==> src/rtl/sched_control_unit.sv <==
// Instruction decode and process-scheduling controller: registered control bundle, IO stall,
// quantum preemption and halt. Optional quantum counter enabled by defining QUANTUM_PREEMPT_EN.
module sched_control_unit #(
  parameter int OPCODE_W        = 6,
  parameter int QUANTUM_W       = 8,
  parameter int DEFAULT_QUANTUM = 16
) (
  input  logic                 clock,
  input  logic                 reset,
  input  logic                 instr_valid,
  input  logic [OPCODE_W-1:0]  Opcode,
  input  logic                 io_valid,
  input  logic                 ctx_done,
  input  logic                 kernel_mode,
  input  logic [QUANTUM_W-1:0] quantum_in,
  output logic [23:0]          ctrl,
  output logic                 ctrl_valid,
  output logic                 stall,
  output logic                 preempt,
  output logic [QUANTUM_W-1:0] quantum_left,
  output logic [1:0]           state
);

  typedef enum logic [1:0] {
    ST_RUN     = 2'd0,
    ST_IO_WAIT = 2'd1,
    ST_SWITCH  = 2'd2,
    ST_HALTED  = 2'd3
  } state_t;

  localparam logic [QUANTUM_W-1:0] DEF_Q_C = QUANTUM_W'(DEFAULT_QUANTUM);
  localparam logic [QUANTUM_W-1:0] Q_ONE_C = QUANTUM_W'(1'b1);

  state_t      state_r;
  logic [23:0] ctrl_r;
  logic        ctrl_valid_r;
  logic        preempt_r;
  logic [23:0] decode_s;
  logic        accept_s;
  logic        expire_s;
  logic        pending_s;

  function automatic logic [23:0] decode_op(input logic [OPCODE_W-1:0] op);
    logic [23:0] c;
    c = 24'd0;
    if ((op >> 3'd6) != {OPCODE_W{1'b0}}) begin
      c = 24'd0;
    end else begin
      case (op[5:0])
        6'h00: begin c[1:0] = 2'd1; c[8] = 1'b1; c[12:10] = 3'd4; end
        6'h01: begin c[6:5] = 2'd1; c[7] = 1'b1; c[8] = 1'b1; end
        6'h02: begin c[7] = 1'b1; c[9] = 1'b1; end
        6'h03: begin c[7] = 1'b1; c[8] = 1'b1; end
        6'h04: begin c[7] = 1'b1; c[8] = 1'b1; c[12:10] = 3'd1; end
        6'h05: begin c[4] = 1'b1; c[12:10] = 3'd3; end
        6'h09: begin c[3:2] = 2'd1; end
        6'h0A: begin c[1:0] = 2'd2; c[3:2] = 2'd2; end
        6'h0B: begin c[1:0] = 2'd2; c[3:2] = 2'd1; c[6:5] = 2'd2; c[8] = 1'b1; end
        6'h0C: begin c[1:0] = 2'd3; c[6:5] = 2'd3; c[8] = 1'b1; c[15] = 1'b1; end
        6'h0D: begin c[14] = 1'b1; end
        6'h0E: begin c[17:16] = 2'd1; c[9] = 1'b1; end
        6'h0F: begin c[18] = 1'b1; end
        6'h10: begin c[19] = 1'b1; end
        6'h11: begin c[17:16] = 2'd2; c[9] = 1'b1; c[20] = 1'b1; end
        6'h12: begin c[1:0] = 2'd3; c[22] = 1'b1; end
        6'h13: begin c[23] = 1'b1; end
        6'h3E: begin c[21] = 1'b1; end
        6'h3F: begin c[13] = 1'b1; end
        default: c = 24'd0;
      endcase
    end
    return c;
  endfunction

  assign decode_s = decode_op(Opcode);
  assign accept_s = instr_valid & (state_r == ST_RUN);

`ifdef QUANTUM_PREEMPT_EN
  logic [QUANTUM_W-1:0] quantum_r;
  logic [QUANTUM_W-1:0] q_reload_r;
  logic                 pending_r;
  logic                 consume_s;

  assign consume_s = accept_s & ~kernel_mode & ~decode_s[23] & (quantum_r != '0);
  assign expire_s  = consume_s & (quantum_r == Q_ONE_C);
  assign pending_s = pending_r;

  // Quantum counter, reload value and the expiry-during-input pending flag
  always_ff @(posedge clock or negedge reset) begin
    if (!reset) begin
      quantum_r  <= DEF_Q_C;
      q_reload_r <= DEF_Q_C;
      pending_r  <= 1'b0;
    end else begin
      if (state_r == ST_SWITCH && ctx_done) begin
        quantum_r <= q_reload_r;
      end else if (accept_s && decode_s[23]) begin
        quantum_r  <= (quantum_in == '0) ? Q_ONE_C : quantum_in;
        q_reload_r <= (quantum_in == '0) ? Q_ONE_C : quantum_in;
      end else if (consume_s) begin
        quantum_r <= quantum_r - Q_ONE_C;
      end
      if (state_r == ST_IO_WAIT && io_valid) begin
        pending_r <= 1'b0;
      end else if (expire_s && decode_s[15]) begin
        pending_r <= 1'b1;
      end
    end
  end

  assign quantum_left = quantum_r;
`else
  logic unused_s;
  assign unused_s     = ^{quantum_in, kernel_mode, DEF_Q_C, Q_ONE_C};
  assign expire_s     = 1'b0;
  assign pending_s    = 1'b0;
  assign quantum_left = '0;
`endif

  // Scheduling FSM with registered control bundle, issue flag and preempt pulse
  always_ff @(posedge clock or negedge reset) begin
    if (!reset) begin
      state_r      <= ST_RUN;
      ctrl_r       <= 24'd0;
      ctrl_valid_r <= 1'b0;
      preempt_r    <= 1'b0;
    end else begin
      ctrl_valid_r <= 1'b0;
      preempt_r    <= 1'b0;
      case (state_r)
        ST_RUN: begin
          if (accept_s) begin
            ctrl_r <= decode_s;
            if (decode_s[13]) begin
              state_r <= ST_HALTED;
            end else if (decode_s[15]) begin
              state_r <= ST_IO_WAIT;
            end else if (decode_s[21] || expire_s) begin
              state_r      <= ST_SWITCH;
              preempt_r    <= 1'b1;
              ctrl_valid_r <= 1'b1;
            end else begin
              ctrl_valid_r <= 1'b1;
            end
          end
        end
        ST_IO_WAIT: begin
          // The held input decode issues once data arrives, even if a switch follows
          if (io_valid) begin
            ctrl_valid_r <= 1'b1;
            if (pending_s) begin
              state_r   <= ST_SWITCH;
              preempt_r <= 1'b1;
            end else begin
              state_r <= ST_RUN;
            end
          end
        end
        ST_SWITCH: begin
          if (ctx_done) begin
            state_r <= ST_RUN;
          end
        end
        ST_HALTED: state_r <= ST_HALTED;
        default:   state_r <= ST_RUN;
      endcase
    end
  end

  assign ctrl       = ctrl_r;
  assign ctrl_valid = ctrl_valid_r;
  assign preempt    = preempt_r;
  assign state      = state_r;
  assign stall      = (state_r != ST_RUN);

endmodule
==> config.mk <==
export PLATFORM = sky130hd
export DESIGN_NAME = sched_control_unit
export DESIGN_NICKNAME = d
export VERILOG_FILES = /design/src/rtl/sched_control_unit.sv
export SDC_FILE = /design/constraint.sdc
export NUM_CORES = 1
export LEC_CHECK = 0
export CORE_UTILIZATION = 42
export DETAILED_ROUTE_END_ITERATION = 12
export HOLD_SLACK_MARGIN = 0.12
export PLACE_DENSITY = 0.82
export SLEW_MARGIN = 5
export SYNTH_ARGS = -nofsm -noshare
export SYNTH_HDL_FRONTEND = slang
export SYNTH_SLANG_ARGS = --single-unit
==> constraint.sdc <==
create_clock -name clock -period 2.1 [get_ports clock]
set_clock_uncertainty 0.2 [all_clocks]
set_input_delay 0.525 -clock clock [delete_from_list [all_inputs] [get_ports clock]]
set_output_delay 0.525 -clock clock [all_outputs]
set_load 0.02 [all_outputs]
==> impl_metrics.json <==
{
  "start_util_pct": 44.26,
  "ctsLongestPathBuffers": 2,
  "leakagePower_uw": 0.0009175,
  "place_hpwl_mm": 2.363,
  "syn_avg_cell_area_um2": 10.01,
  "vias": 1175,
  "yosysWarnings": 0,
  "cts_made_buffers": 3,
  "setup_viol": 0,
  "drtIter0Drc": 41,
  "worstSkewPairLatency_ns": 0.32,
  "ys_types": 37,
  "status": "complete, no violations",
  "ioPinCount": 57,
  "layout-drive-gt1-share_pct": 18.18,
  "final_cell_mix": "32 x clkdlybuf4s50_1, 26 x dfrtp_1, 22 x buf_4",
  "fin_crit_ns": 2.030,
  "cts_tree": "done",
  "hp-start": "ctrl[16]",
  "num-nets-final": 209,
  "gp_congestion": 0.8120,
  "core_um2": 3053,
  "wirelength_mm": 3.059,
  "grt_max_degree": 27,
  "crit_type": "reg -> out",
  "syn_to_final_growth_pct": 39.91,
  "r2r-end": "ctrl[6]",
  "hold_violations": 0,
  "final_common_cell": "clkdlybuf4s50_1",
  "setup.worst_path.start_class": "flip-flop",
  "critical_path_buf_inv_count": 1,
  "p_per_area_nw_per_um2": 505.3,
  "max_cap_violations": 0,
  "ys_ff_latch": 26,
  "reg2reg_from": "state[1]",
  "clk_pin_slew_ns": 0.13,
  "fmax_mhz": 492.5,
  "dpl_cell_area_um2": 1861,
  "rows": 20,
  "power_uw": 955.3,
  "required_ns": 1.37,
  "path_max_fanout": 2,
  "hold_class": "reg -> reg",
  "critPathSlowestCell": "clkdlybuf4s50_1",
  "arrival_ns": 1.31,
  "finalCritPeriodShare_pct": 96.69,
  "cts_root_buf": "clkbuf_4",
  "cp_top_family": "buffers and inverters",
  "vdd.ir_drop.worst_mv": 0.2502,
  "cp_cell_sequence": "clkdlybuf4s50_1",
  "synthCells": 135,
  "grt_overflow_total": 0,
  "wire_per_inst_um": 13.24,
  "path_depth": 1,
  "reg2reg_slack_ns": 0.30,
  "antenna_found_initial": 0,
  "holdBufCountCts": 0,
  "dieArea_um2": 3448,
  "r2r.worst_path.cells": 4,
  "finalInstanceArea_um2": 1891,
  "grt_first_pass_wirelength_mm": 5.299,
  "holdPathEnd": "ctrl[16]",
  "avgViaCountPerCell": 5.087,
  "hold_depth": 2,
  "grt_pass1_vias": 1153,
  "ys_seq_area_share_pct": 48.15,
  "nFillCells": 293,
  "htree_levels": 1,
  "die_h_um": 58.72,
  "syn-cell-area_um2": 1351,
  "first_pass_iters": 4,
  "slowest_delay_ns": 0.61,
  "drc": 0,
  "end_kind": "output pin",
  "slew_viol_final": 0,
  "rsz0062_at_grt": "no",
  "grt_util_all_layers_pct": 20.51,
  "die_w_um": 58.72,
  "antenna_left": 0,
  "portBuffers": 39,
  "clkSinkCount": 26,
  "num_antenna_cells": 0
}
## synthesized netlist by cell type
cell type	count	share of area, %
and4_1	1	0.65
or2_2	1	0.46
o31ai_2	2	1.9
nor3_1	2	0.74
nand4_1	2	0.93
inv_1	6	1.7
nor3b_2	1	0.93
buf_1	1	0.28
nor4_2	1	0.93
mux2i_1	2	1.5
o21ai_0	8	3.0
nor2_1	6	1.7
conb_1	1	0.28
or3b_4	1	0.83
or4_1	2	1.1
clkbuf_1	3	0.83
nand2_1	18	5.0
mux2_2	1	0.83
a31oi_1	1	0.46
xor2_1	1	0.65
o22ai_1	2	0.93
nand2b_1	7	3.2
or4bb_1	1	0.83
a211o_1	1	0.65
a32o_1	5	3.7
dfrtp_1	26	48
buf_2	3	1.1
nand3_1	1	0.37
o32ai_1	1	0.65
a22o_1	4	2.6
or3b_2	2	1.3
o211ai_1	1	0.56
a21oi_1	2	0.74
xnor2_1	1	0.65
buf_6	2	1.7
o31ai_1	5	2.8
buf_4	10	5.6
## tightest hold or removal path, delay by kind of cell, from the launching register on
| family | cells | cell delay (ns) |
|---|---|---|
| compound gates | 1 | 0.06 |
| simple gates | 1 | 0.05 |
| flops | 1 | 0.37 |
## layout make-up
type	instances	area, um2	area share, %
flip-flops and latches	26	650.6	34.41
multi-input cells	91	576.8	30.51
repair buffers	61	563.0	29.78
well taps	44	55.05	2.912
clock buffers	3	22.52	1.191
inverters	6	22.52	1.191
## through the flow
step | utilization (%) | hold slack [ns] | setup slack [ns] | instances | setup TNS (ns)
2_1_floorplan | - | 0.02941 | 0.3876 | 142 | 0
3_3_place_gp | 60.94 | 0.2614 | -0.1280 | 228 | -1.124
3_5_place_dp | 60.94 | 0.2730 | -0.1717 | 228 | -1.724
4_1_cts | 61.56 | 0.3030 | 0.04698 | 231 | 0
5_1_grt | 61.93 | 0.3299 | 0.007075 | 231 | 0
6_report | 61.93 | 0.2991 | 0.06960 | 231 | 0
## logic make-up after synthesis
group	share of synthesized area (%)
mux	2.315
simple gates	18.98
compound gates	17.87
xor+xnor	1.297
flops	48.15
buf+inv	11.11
other cells	0.2775
## how the worst max path moves through the flow
stage                           start          to  slack, ns
after floorplan             Opcode[5]  ctrl_valid       0.39
after detailed placement  instr_valid     ctrl[6]      -0.17
after global placement      Opcode[4]     ctrl[1]      -0.13
final                         ctrl[7]     ctrl[7]       0.07
after CTS                    state[1]       stall       0.05
after global routing         ctrl[11]    ctrl[11]      0.007
## registers in the layout, indices dropped and copies added (netlist names)
register	count
ctrl	22
ctrl_valid	1
state	2
preempt	1
## layer usage
metal / share of wire (%) / track usage, % / vias up
li1: - / - / 565
met1: 44 / 26.41 / 565
met2: 49 / 33.77 / 38
met3: 5.0 / 3.516 / 7
met4: 1.9 / 9.184 / 0
met5: 0 / 0 / -
## timing repair
action	4_1_cts	5_1_grt
buffers inserted	0	0
resized for setup	3	5
endpoints found under the setup margin	3	5
## where the power goes
group          internal, uW  switching (uW)
clock network          67.2             135
registers               516            7.49
logic                   102             128
Power figures use the tool's default switching activity.
